$ cat src/rtl/stump_uart_tx.sv
// rtl/stump_uart_tx.sv - memory-mapped 8N1 UART transmitter with TX FIFO on the Stump bus
// Optional registered interrupt output: define STUMP_UART_IRQ_EN.
module stump_uart_tx #(
   parameter logic [15:0] BASE_ADDR    = 16'hFF00,
   parameter int          CLKS_PER_BIT = 16,
   parameter int          FIFO_DEPTH   = 4
) (
   input  logic        clk,
   input  logic        rst,
   input  logic [15:0] address,
   input  logic [15:0] wr_data,
   input  logic        mem_wen,
   input  logic        mem_ren,
   output logic        hit,
   output logic [15:0] rd_data,
   output logic        txd,
   output logic        irq
);

   localparam int          PTR_W    = (FIFO_DEPTH > 1) ? $clog2(FIFO_DEPTH) : 1;
   localparam logic [4:0]  DEPTH_C  = 5'(FIFO_DEPTH);
   localparam logic [15:0] BIT_LAST = 16'(CLKS_PER_BIT - 1);

   localparam logic [1:0] OFF_TXDATA = 2'd0;
   localparam logic [1:0] OFF_STATUS = 2'd1;
   localparam logic [1:0] OFF_CTRL   = 2'd2;

   typedef enum logic [1:0] {
      S_IDLE,
      S_START,
      S_DATA,
      S_STOP
   } state_t;

   // Decode by subtraction so BASE_ADDR need not be 4-aligned
   logic [15:0] offset;
   logic [1:0]  reg_sel;
   logic        wr_en;
   logic        push_req;
   logic        status_wr;
   logic        ctrl_wr;

   assign offset    = address - BASE_ADDR;
   assign hit       = (offset[15:2] == 14'd0);
   assign reg_sel   = offset[1:0];
   assign wr_en     = hit & mem_wen;
   assign push_req  = wr_en & (reg_sel == OFF_TXDATA);
   assign status_wr = wr_en & (reg_sel == OFF_STATUS);
   assign ctrl_wr   = wr_en & (reg_sel == OFF_CTRL);

   state_t           state_q;
   logic [15:0]      cyc_q;
   logic [2:0]       bit_q;
   logic [7:0]       shift_q;
   logic             txd_q;

   logic [7:0]       fifo_mem_q [FIFO_DEPTH];
   logic [PTR_W-1:0] wr_ptr_q, wr_ptr_d;
   logic [PTR_W-1:0] rd_ptr_q, rd_ptr_d;
   logic [4:0]       count_q, count_d;
   logic             overflow_q, overflow_d;
   logic             enable_q, enable_d;
   logic             irq_en_rd;

   logic full;
   logic empty;
   logic busy;
   logic pop;
   logic push_ok;

   assign full    = (count_q == DEPTH_C);
   assign empty   = (count_q == 5'd0);
   assign busy    = (state_q != S_IDLE);
   assign pop     = (state_q == S_IDLE) & enable_q & ~empty;
   // A full FIFO still accepts a byte when the head leaves on the same edge
   assign push_ok = push_req & (~full | pop);

   always_comb begin
      wr_ptr_d   = wr_ptr_q;
      rd_ptr_d   = rd_ptr_q;
      count_d    = count_q;
      overflow_d = overflow_q;
      enable_d   = enable_q;
      if (push_ok) begin
         wr_ptr_d = wr_ptr_q + PTR_W'(1);
      end
      if (pop) begin
         rd_ptr_d = rd_ptr_q + PTR_W'(1);
      end
      case ({push_ok, pop})
         2'b10:   count_d = count_q + 5'd1;
         2'b01:   count_d = count_q - 5'd1;
         default: count_d = count_q;
      endcase
      if (push_req & ~push_ok) begin
         overflow_d = 1'b1;
      end else if (status_wr & wr_data[3]) begin
         overflow_d = 1'b0;
      end
      if (ctrl_wr) begin
         enable_d = wr_data[0];
      end
   end

   always_ff @(posedge clk or posedge rst) begin
      if (rst) begin
         wr_ptr_q   <= '0;
         rd_ptr_q   <= '0;
         count_q    <= 5'd0;
         overflow_q <= 1'b0;
         enable_q   <= 1'b0;
      end else begin
         wr_ptr_q   <= wr_ptr_d;
         rd_ptr_q   <= rd_ptr_d;
         count_q    <= count_d;
         overflow_q <= overflow_d;
         enable_q   <= enable_d;
      end
   end

   always_ff @(posedge clk) begin
      if (push_ok) begin
         fifo_mem_q[wr_ptr_q] <= wr_data[7:0];
      end
   end

   // txd is registered from the current state, so the line lags the FSM by one cycle
   always_ff @(posedge clk or posedge rst) begin
      if (rst) begin
         state_q <= S_IDLE;
         cyc_q   <= 16'd0;
         bit_q   <= 3'd0;
         shift_q <= 8'd0;
         txd_q   <= 1'b1;
      end else begin
         case (state_q)
            S_IDLE: begin
               txd_q <= 1'b1;
               if (pop) begin
                  shift_q <= fifo_mem_q[rd_ptr_q];
                  cyc_q   <= 16'd0;
                  state_q <= S_START;
               end
            end
            S_START: begin
               txd_q <= 1'b0;
               if (cyc_q == BIT_LAST) begin
                  cyc_q   <= 16'd0;
                  bit_q   <= 3'd0;
                  state_q <= S_DATA;
               end else begin
                  cyc_q <= cyc_q + 16'd1;
               end
            end
            S_DATA: begin
               txd_q <= shift_q[0];
               if (cyc_q == BIT_LAST) begin
                  cyc_q   <= 16'd0;
                  shift_q <= {1'b0, shift_q[7:1]};
                  if (bit_q == 3'd7) begin
                     state_q <= S_STOP;
                  end else begin
                     bit_q <= bit_q + 3'd1;
                  end
               end else begin
                  cyc_q <= cyc_q + 16'd1;
               end
            end
            S_STOP: begin
               txd_q <= 1'b1;
               if (cyc_q == BIT_LAST) begin
                  cyc_q   <= 16'd0;
                  state_q <= S_IDLE;
               end else begin
                  cyc_q <= cyc_q + 16'd1;
               end
            end
            default: begin
               txd_q   <= 1'b1;
               state_q <= S_IDLE;
            end
         endcase
      end
   end

   assign txd = txd_q;

`ifdef STUMP_UART_IRQ_EN
   logic irq_en_q;
   logic irq_q;

   always_ff @(posedge clk or posedge rst) begin
      if (rst) begin
         irq_en_q <= 1'b0;
         irq_q    <= 1'b0;
      end else begin
         if (ctrl_wr) begin
            irq_en_q <= wr_data[1];
         end
         irq_q <= irq_en_q & empty & ~busy;
      end
   end

   assign irq       = irq_q;
   assign irq_en_rd = irq_en_q;
`else
   assign irq       = 1'b0;
   assign irq_en_rd = 1'b0;
`endif

   always_comb begin
      rd_data = 16'h0000;
      if (hit & mem_ren) begin
         case (reg_sel)
            OFF_STATUS: rd_data = {7'd0, count_q, overflow_q, busy, empty, full};
            OFF_CTRL:   rd_data = {14'd0, irq_en_rd, enable_q};
            default:    rd_data = 16'h0000;
         endcase
      end
   end

   logic unused_ok;
   assign unused_ok = &{1'b0, wr_data[15:8]};

endmodule
$ cat config.mk
export PLATFORM = sky130hd
export DESIGN_NAME = stump_uart_tx
export DESIGN_NICKNAME = d
export VERILOG_FILES = /design/src/rtl/stump_uart_tx.sv
export SDC_FILE = /design/constraint.sdc
export NUM_CORES = 1
export LEC_CHECK = 0
export BUFFER_PORTS_ARGS = -buffer_cell sky130_fd_sc_hd__buf_2
export CAP_MARGIN = 20
export CORE_UTILIZATION = 62
export DETAILED_ROUTE_END_ITERATION = 16
export PLACE_DENSITY = 0.86
export SLEW_MARGIN = 10
export SYNTH_ARGS = -nofsm -noshare
export SYNTH_HDL_FRONTEND = slang
export SYNTH_SLANG_ARGS = --single-unit
$ cat constraint.sdc
create_clock -name clk -period 7.72 [get_ports clk]
set_input_delay 1.544 -clock clk [delete_from_list [all_inputs] [get_ports clk]]
set_output_delay 1.544 -clock clk [all_outputs]
set_load 0.03 [all_outputs]
==> impl_metrics.env, run 1 <==
export IMPL_synth_top_area_share_pct=26.3
export IMPL_h_tree_depth=3
export IMPL_drtIter0Drc=265
export IMPL_ys_top_cells_by_count="40 x dfrtp_1, 32 x edfxtp_1, 21 x nand2_1, 18 x ha_1"
export IMPL_core_rowCount=28
export IMPL_postRouteAntennaNets=0
export IMPL_synthArstFlopShare_pct=56.2
export IMPL_diodes=0
export IMPL_fin_ws_ps=2910
export IMPL_yosysSeqAreaShare_pct=52.3
export IMPL_rsz0062_at_grt="no"
export IMPL_yosys_warnings=0
export IMPL_path_buf_inv=2
export IMPL_fin_crit_sh_pct=62.4
export IMPL_post_drt_wl_per_cell_um=16.6
export IMPL_vias_per_cell=6.16
export IMPL_initial_core_util_pct=64.2
export IMPL_pre_cts_slack_ps=2900
export IMPL_overflow=0
export IMPL_cts_path_max_buffers=2
export IMPL_crit_path_cell_trace="buf_2 > or4_4 > nor4_4 > and3_2 > and3_1 > buf_2"
export IMPL_startpoint_type="input port"
export IMPL_cpMostUsedCell="buf_2"
export IMPL_power_per_cell_area_nw_per_um2=255
export IMPL_post_cts_setup_buffers=0
export IMPL_cp_max_fo=8
export IMPL_cts_tree="done"
export IMPL_drt_wl_total_um=7390
export IMPL_num_vias=2742
export IMPL_holdWs_ps=500
export IMPL_avgSynthCellArea_sq_um=11.6
export IMPL_synth_ff_type="dfrtp_1"
export IMPL_grt_start_max_net_pins=42
export IMPL_tightest_slew_ps=709
export IMPL_max_freq_mhz=208
export IMPL_path_clk_slew_ps=90
export IMPL_crit_arrival_ps=3270
export IMPL_finalMaxSlewViolations=0
export IMPL_worst_setup_path_type="input port to output pin"
export IMPL_setup_viol=0
export IMPL_finalHoldViolCount=0
export IMPL_clock_latency_ps=360
export IMPL_n_fill_cell=395
export IMPL_slowest_delay_ps=530
export IMPL_die_area_sq_um=6450
export IMPL_period_needed_ps=4810
export IMPL_dieWidth_um=80.3
export IMPL_status="completed"
export IMPL_port_buffers=38
export IMPL_clock_sinks=73
export IMPL_grt_antenna_before_repair=0
export IMPL_coreArea_sq_um=5920
export IMPL_synth_largest_area_cell="dfrtp_1"
export IMPL_synth_most_common_cell="dfrtp_1"
export IMPL_drcViolationCount=0
export IMPL_cts_root_buf="clkbuf_8"
export IMPL_maxSlewHeadroom_pct=52.8
export IMPL_syn_inst=327
export IMPL_cts_buffers=9
export IMPL_endpoint_kind="output pin"
export IMPL_die_y_um=80.3
export IMPL_fin_area_sq_um=4220
export IMPL_grt_total_usage_pct=25.7
export IMPL_area_growth_pct=11.0
export IMPL_io_pins=55
export IMPL_cts_hold_buffers=0
export IMPL_syn_area_sq_um=3800
export IMPL_critPathTopFamily="simple AND/OR/NAND/NOR gates"
export IMPL_power_leakage_nw=1.79
export IMPL_crit_slowest_cell="or4_4"
export IMPL_ys_ff_latch=73
export IMPL_ir_drop_v=0.000190
export IMPL_max_cap_violations=0
export IMPL_drive_gt1_share_pct=22.4
export IMPL_grt_pass1_wl_um=12300
export IMPL_clock_skew_ps=17.9
export IMPL_fin_setup_tns_ps=0
export IMPL_synth_edf_count=32
export IMPL_synth_area_top_cells="dfrtp_1 26%, edfxtp_1 25%, ha_1 5.9%, mux4_2 4.7%, a31oi_1 2.1%"
export IMPL_cp_required_ps=6180
export IMPL_synth_distinct_cells=54
export IMPL_fin_nets=419
export IMPL_gp_congestion=0.797
export IMPL_dpl_cell_area_sq_um=4010
export IMPL_grt_pass1_vias=2534
export IMPL_hpwl_um=4970
export IMPL_hold_class="flop to flop"
export IMPL_dr_pass1_iters=5
export IMPL_cts_resized=0
==> final cells by class <==
cell class,instances,area (sq um),share of cell area [%]
Sequential cell,73,1990,47.1
Timing Repair Buffer,41,213,5.04
Inverter,15,56.3,1.33
Tap cell,75,93.8,2.22
Multi-Input combinational cell,225,1660,39.4
Clock buffer,9,124,2.94
Clock inverter,7,81.3,1.93
==> through the flow <==
stage,util [%],cells,power [W]
floorplan,-,334,0.000695
global placement,67.8,429,0.000745
detailed placement,67.8,429,0.000763
CTS,71.3,445,0.00108
global route,71.3,445,0.00113
finish,71.3,445,0.00108
==> worst reg2reg max path: cells and delay by family (launching register included) <==
family | cells | cell delay [ps]
and+or+nand+nor | 4 | 820
DFF | 1 | 430
xor gates and xnor gates | 2 | 330
AOI/OAI and AO/OA | 2 | 440
buffers and inverters | 2 | 250
adders and majority gates | 3 | 960
==> cell usage in the layout (no fill, tap or decap), types with 4 or more instances in the layout <==
cell type  count
buf_2         38
inv_1         15
nand2_1       21
conb_1         8
and2_2         4
nand3_1       13
nor2b_1        4
a22o_1         4
and4_1         4
and3_1         4
a2bb2oi_1      7
xor2_1         4
dfrtp_1       40
and2_1         8
nor2_1        12
o21ai_0       15
ha_1          18
inv_6          4
a21oi_1       14
a31oi_1       13
nand4_1        6
nor3_1         5
mux4_2         8
nand2b_1       4
clkbuf_8       9
o22ai_1        6
edfxtp_1      32
xnor2_1        5
==> kinds of logic (layout without fill, tap and decap cells) <==
kind of cell | Yosys count | in the layout | synth area share, %
other cells | 1 | 8 | 0.0987
buf+inv | 36 | 72 | 4.61
simple gates | 101 | 101 | 15.3
xor+xnor | 9 | 9 | 2.07
compound gates | 75 | 75 | 13.1
fa+ha+maj | 18 | 18 | 5.93
mux | 14 | 14 | 6.55
flops | 73 | 73 | 52.3
==> state kept, by name (all words and copies together) (netlist names) <==
signal and count:
shift_q 8, txd 1, enable_q 1, cyc_q 16, rd_ptr_q 2, bit_q 3, fifo_mem_q 32, wr_ptr_q 2
state_q 2, count_q 5, overflow_q 1
==> report_power, final <==
part	internal [W]	switching, W	leakage (nW)	total, W
combinational	0.000112	0.000161	0.872	0.000273
clock	0.000154	0.000161	0.101	0.000315
sequential	0.000449	0.0000378	0.816	0.000487
==> per-layer routing <==
metal  vias to the layer above  global-route usage (%)  part of all wire (%)
li1                       1296                       -                     -
met1                      1343                    34.2                    44
met2                        93                    42.1                    50
met3                        10                    5.68                   4.4
met4                         0                    8.57                   1.4
met5                         -                       0                     0
==> path summary, 6_finish.rpt <==
path | startpoint | endpoint | slack (ps) | cells past startpoint
max in group asynchronous | rst | txd$_DFF_PP1_ | 5980 | 3
worst min register to register | count_q[4]$_DFFE_PP0P_ | count_q[4]$_DFFE_PP0P_ | 500 | 1
worst min-delay path | count_q[4]$_DFFE_PP0P_ | count_q[4]$_DFFE_PP0P_ | 500 | 1
worst max-delay path | address[5] | rd_data[1] | 2910 | 6
worst max register to register | state_q[0]$_DFFE_PP0P_ | count_q[4]$_DFFE_PP0P_ | 4430 | 13
min in group asynchronous | rst | cyc_q[5]$_DFFE_PP0P_ | 1360 | 3
Power figures use the tool's default switching activity.
==> run 2: changes to the inputs <==
ABC_AREA = 1   (was default)
CORE_UTILIZATION = 58   (was 62)
PLACE_DENSITY = 0.8   (was 0.86)
clock period = 4.7 ns   (was 7.72 ns; I/O delays follow)
==> run 2 against run 1 <==
Global-route usage fell by 1.5 points. Routed wire length rose by 8.0%. Clock-buffer cell count did not move. Final cell count rose by 37%. Critical path type unchanged. Cell area rose by 5.8%.
==> impl_metrics.env, run 2 <==
export IMPL_avgSynthCellArea_sq_um=8.35
export IMPL_syn_area_sq_um=4030
export IMPL_synthAdderAreaFrac_pct=5.59
export IMPL_path_clk_slew_ps=90
export IMPL_synth_top_family_by_area="simple AND/OR/NAND/NOR gates"
export IMPL_switching_share_pct=43.1
export IMPL_diodes=0
export IMPL_path_buf_inv=2
export IMPL_grt_total_usage_pct=24.2
export IMPL_multi_input_area_sq_um=1760
export IMPL_status="completed"
export IMPL_p_switching_w=0.00103
export IMPL_cts_resized=0
export IMPL_synthXorXnorAreaFrac_pct=2.17
export IMPL_grt_pass1_wl_um=13900
export IMPL_synth_most_common_cell="nand2_1"
export IMPL_clock_sinks=73
export IMPL_io_pins=55
export IMPL_drtIter0Drc=219
export IMPL_syn_inst=483
export IMPL_synth_distinct_cells=37
export IMPL_worst_setup_path_type="input port to output pin"
export IMPL_crit_arrival_ps=2150
export IMPL_startpoint_type="input port"
export IMPL_fin_crit_sh_pct=65.8
export IMPL_cp_num_cells=7
export IMPL_fin_nets=578
export IMPL_initial_core_util_pct=59.7
export IMPL_ys_ff_latch=73
export IMPL_min_delay_start="shift_q[7]$_DFFE_PP0P_"
export IMPL_port_buffers=38
export IMPL_post_drt_wl_per_cell_um=13.1
export IMPL_vias_per_cell=5.28
export IMPL_power_leakage_nw=2.17
export IMPL_yosys_warnings=0
export IMPL_seqCellArea_sq_um=1990
export IMPL_drt_wl_total_um=7970
export IMPL_area_growth_pct=10.7
export IMPL_clock_latency_ps=350
export IMPL_cts_hold_buffers=0
export IMPL_overflow=0
export IMPL_synth_edf_count=32
export IMPL_placed_cells=593
export IMPL_grt_pass1_vias=3137
export IMPL_grt_antenna_before_repair=0
export IMPL_dieWidth_um=85.4
export IMPL_clock_skew_ps=12.0
export IMPL_synth_compound_area_share_pct=4.53
export IMPL_num_vias=3213
export IMPL_yosysSeqAreaShare_pct=49.3
export IMPL_finalMaxSlewViolations=0
export IMPL_cts_root_buf="clkbuf_8"
export IMPL_endpoint_kind="output pin"
export IMPL_reg_top3="fifo_mem_q (32), cyc_q (16), shift_q (8)"
export IMPL_postRouteAntennaNets=0
export IMPL_period_needed_ps=3090
export IMPL_cts_tree="done"
export IMPL_clkPwrFrac_pct=21.8
export IMPL_min_delay_path_depth=2
export IMPL_min_to="shift_q[7]$_DFFE_PP0P_"
export IMPL_n_fill_cell=544
export IMPL_r2r_start="state_q[0]$_DFFE_PP0P_"
export IMPL_die_area_sq_um=7290
export IMPL_max_cap_violations=0
export IMPL_top_register="fifo_mem_q"
export IMPL_maxSlewHeadroom_pct=45.3
export IMPL_stdcell_count=609
export IMPL_cp_max_fo=8
export IMPL_post_cts_setup_buffers=0
export IMPL_critPathTopFamily="simple AND/OR/NAND/NOR gates"
export IMPL_core_rowCount=30
export IMPL_tightest_slew_ps=818
export IMPL_p_seq_share_pct=37.6
export IMPL_ys_top_cells_by_count="150 x nand2_1, 56 x nand3_1, 49 x inv_1, 44 x nor2_1, 40 x dfrtp_1"
export IMPL_ir_drop_v=0.000312
export IMPL_finalHoldViolCount=0
export IMPL_power_per_cell_area_nw_per_um2=534
export IMPL_synthMuxAreaShare_pct=0
export IMPL_drive_gt1_share_pct=15.5
export IMPL_synth_largest_area_cell="dfrtp_1"
export IMPL_grt_start_max_net_pins=42
export IMPL_rr_worst_depth=16
export IMPL_final_cell_mix="150 x nand2_1, 56 x nand3_1, 49 x inv_1, 44 x nor2_1, 40 x dfrtp_1"
export IMPL_cts_path_max_buffers=2
export IMPL_setup_viol=0
export IMPL_rsz0062_at_grt="no"
export IMPL_cts_buffers=9
export IMPL_coreArea_sq_um=6760
export IMPL_crit_path_cell_trace="buf_2 > nor2_1 > nand3_1 > nor2_4 > nand3_1 > nor2_1 > buf_2"
export IMPL_rrSetupSlack_ps=1640
export IMPL_final_common_cell="nand2_1"
export IMPL_hold_class="flop to flop"
export IMPL_dr_pass1_iters=4
export IMPL_comb_power_share_pct=40.5
export IMPL_largest_register_ffs=32
export IMPL_max_freq_mhz=323
export IMPL_synth_ff_type="dfrtp_1"
export IMPL_synthArstFlopShare_pct=56.2
export IMPL_p_int_w=0.00136
export IMPL_h_tree_depth=3
export IMPL_r2r_end="count_q[4]$_DFFE_PP0P_"
export IMPL_fin_setup_tns_ps=0
export IMPL_crit_slowest_cell="nand3_1"
export IMPL_drcViolationCount=0
export IMPL_yosys_area_share_simple_pct=30.7
export IMPL_gp_congestion=0.845
export IMPL_hpwl_um=5550
export IMPL_slowest_delay_ps=250
export IMPL_cp_required_ps=3760
export IMPL_synth_area_top_cells="dfrtp_1 25%, edfxtp_1 24%, nand2_1 14%, nand3_1 7.0%, ha_1 5.6%"
export IMPL_die_y_um=85.4
export IMPL_synth_top_area_share_pct=24.8
[run 2: metrics by stage]
stage | power (W) | utilization, % | setup WS (ps) | hold slack [ps] | cell area [sq um]
after global placement | 0.00182 | 63.0 | 1670 | 454 | 4260
final | 0.00238 | 66.1 | 1610 | 482 | 4460
after global routing | 0.00257 | 66.1 | 1260 | 512 | 4460
after floorplan | 0.00166 | - | 1600 | 442 | 4060
after CTS | 0.00238 | 66.1 | 1610 | 483 | 4460
after detailed placement | 0.00186 | 63.0 | 1590 | 462 | 4260
[run 2: layer usage]
metal	up-vias	part of all wire [%]	track usage, %
met5	-	0	0
met4	0	1.2	7.88
met3	15	4.7	4.96
met2	105	48	41.6
met1	1467	46	30.7
li1	1626	-	-
[run 2: final cells by class]
| class | instances | area share, % |
|---|---|---|
| inverters | 55 | 4.63 |
| flip-flops and latches | 73 | 44.5 |
| clock buffers | 9 | 2.78 |
| repair buffers | 39 | 4.43 |
| multi-input cells | 346 | 39.5 |
| clock inverters | 7 | 1.88 |
| well taps | 80 | 2.24 |
[run 2: worst max path at each step]
stage	slack (ps)	endpoint	start
after floorplan	1600	rd_data[1]	address[5]
after global placement	1670	rd_data[2]	address[7]
after detailed placement	1590	count_q[4]$_DFFE_PP0P_	address[7]
after CTS	1610	rd_data[1]	address[7]
after global routing	1260	count_q[4]$_DFFE_PP0P_	state_q[1]$_DFFE_PP0P_
final	1610	rd_data[6]	address[7]
[run 2: kinds of logic (layout without fill, tap and decap cells)]
logic type,Yosys count,after routing
AO/OA/AOI/OAI,30,30
XOR/XNOR,10,10
adder cells (fa/ha/maj),18,18
buffers and inverters,71,110
flip-flops,73,73
other,1,8
AND/OR/NAND/NOR,280,280
[run 2: power groups by stage]
stage	Sequential, W	Combinational, W	Clock [W]
2_1_floorplan	0.000860	0.000797	0
3_3_place_gp	0.000901	0.000921	0
3_5_place_dp	0.000905	0.000954	0
4_1_cts	0.000894	0.000962	0.000527
5_1_grt	0.000914	0.00110	0.000549
6_report	0.000896	0.000966	0.000520
[run 2: worst min-delay path: stages, from the launching register on]
cell     delay (ps)
dfrtp_1         350
nand2_1          50
nand2_1          50
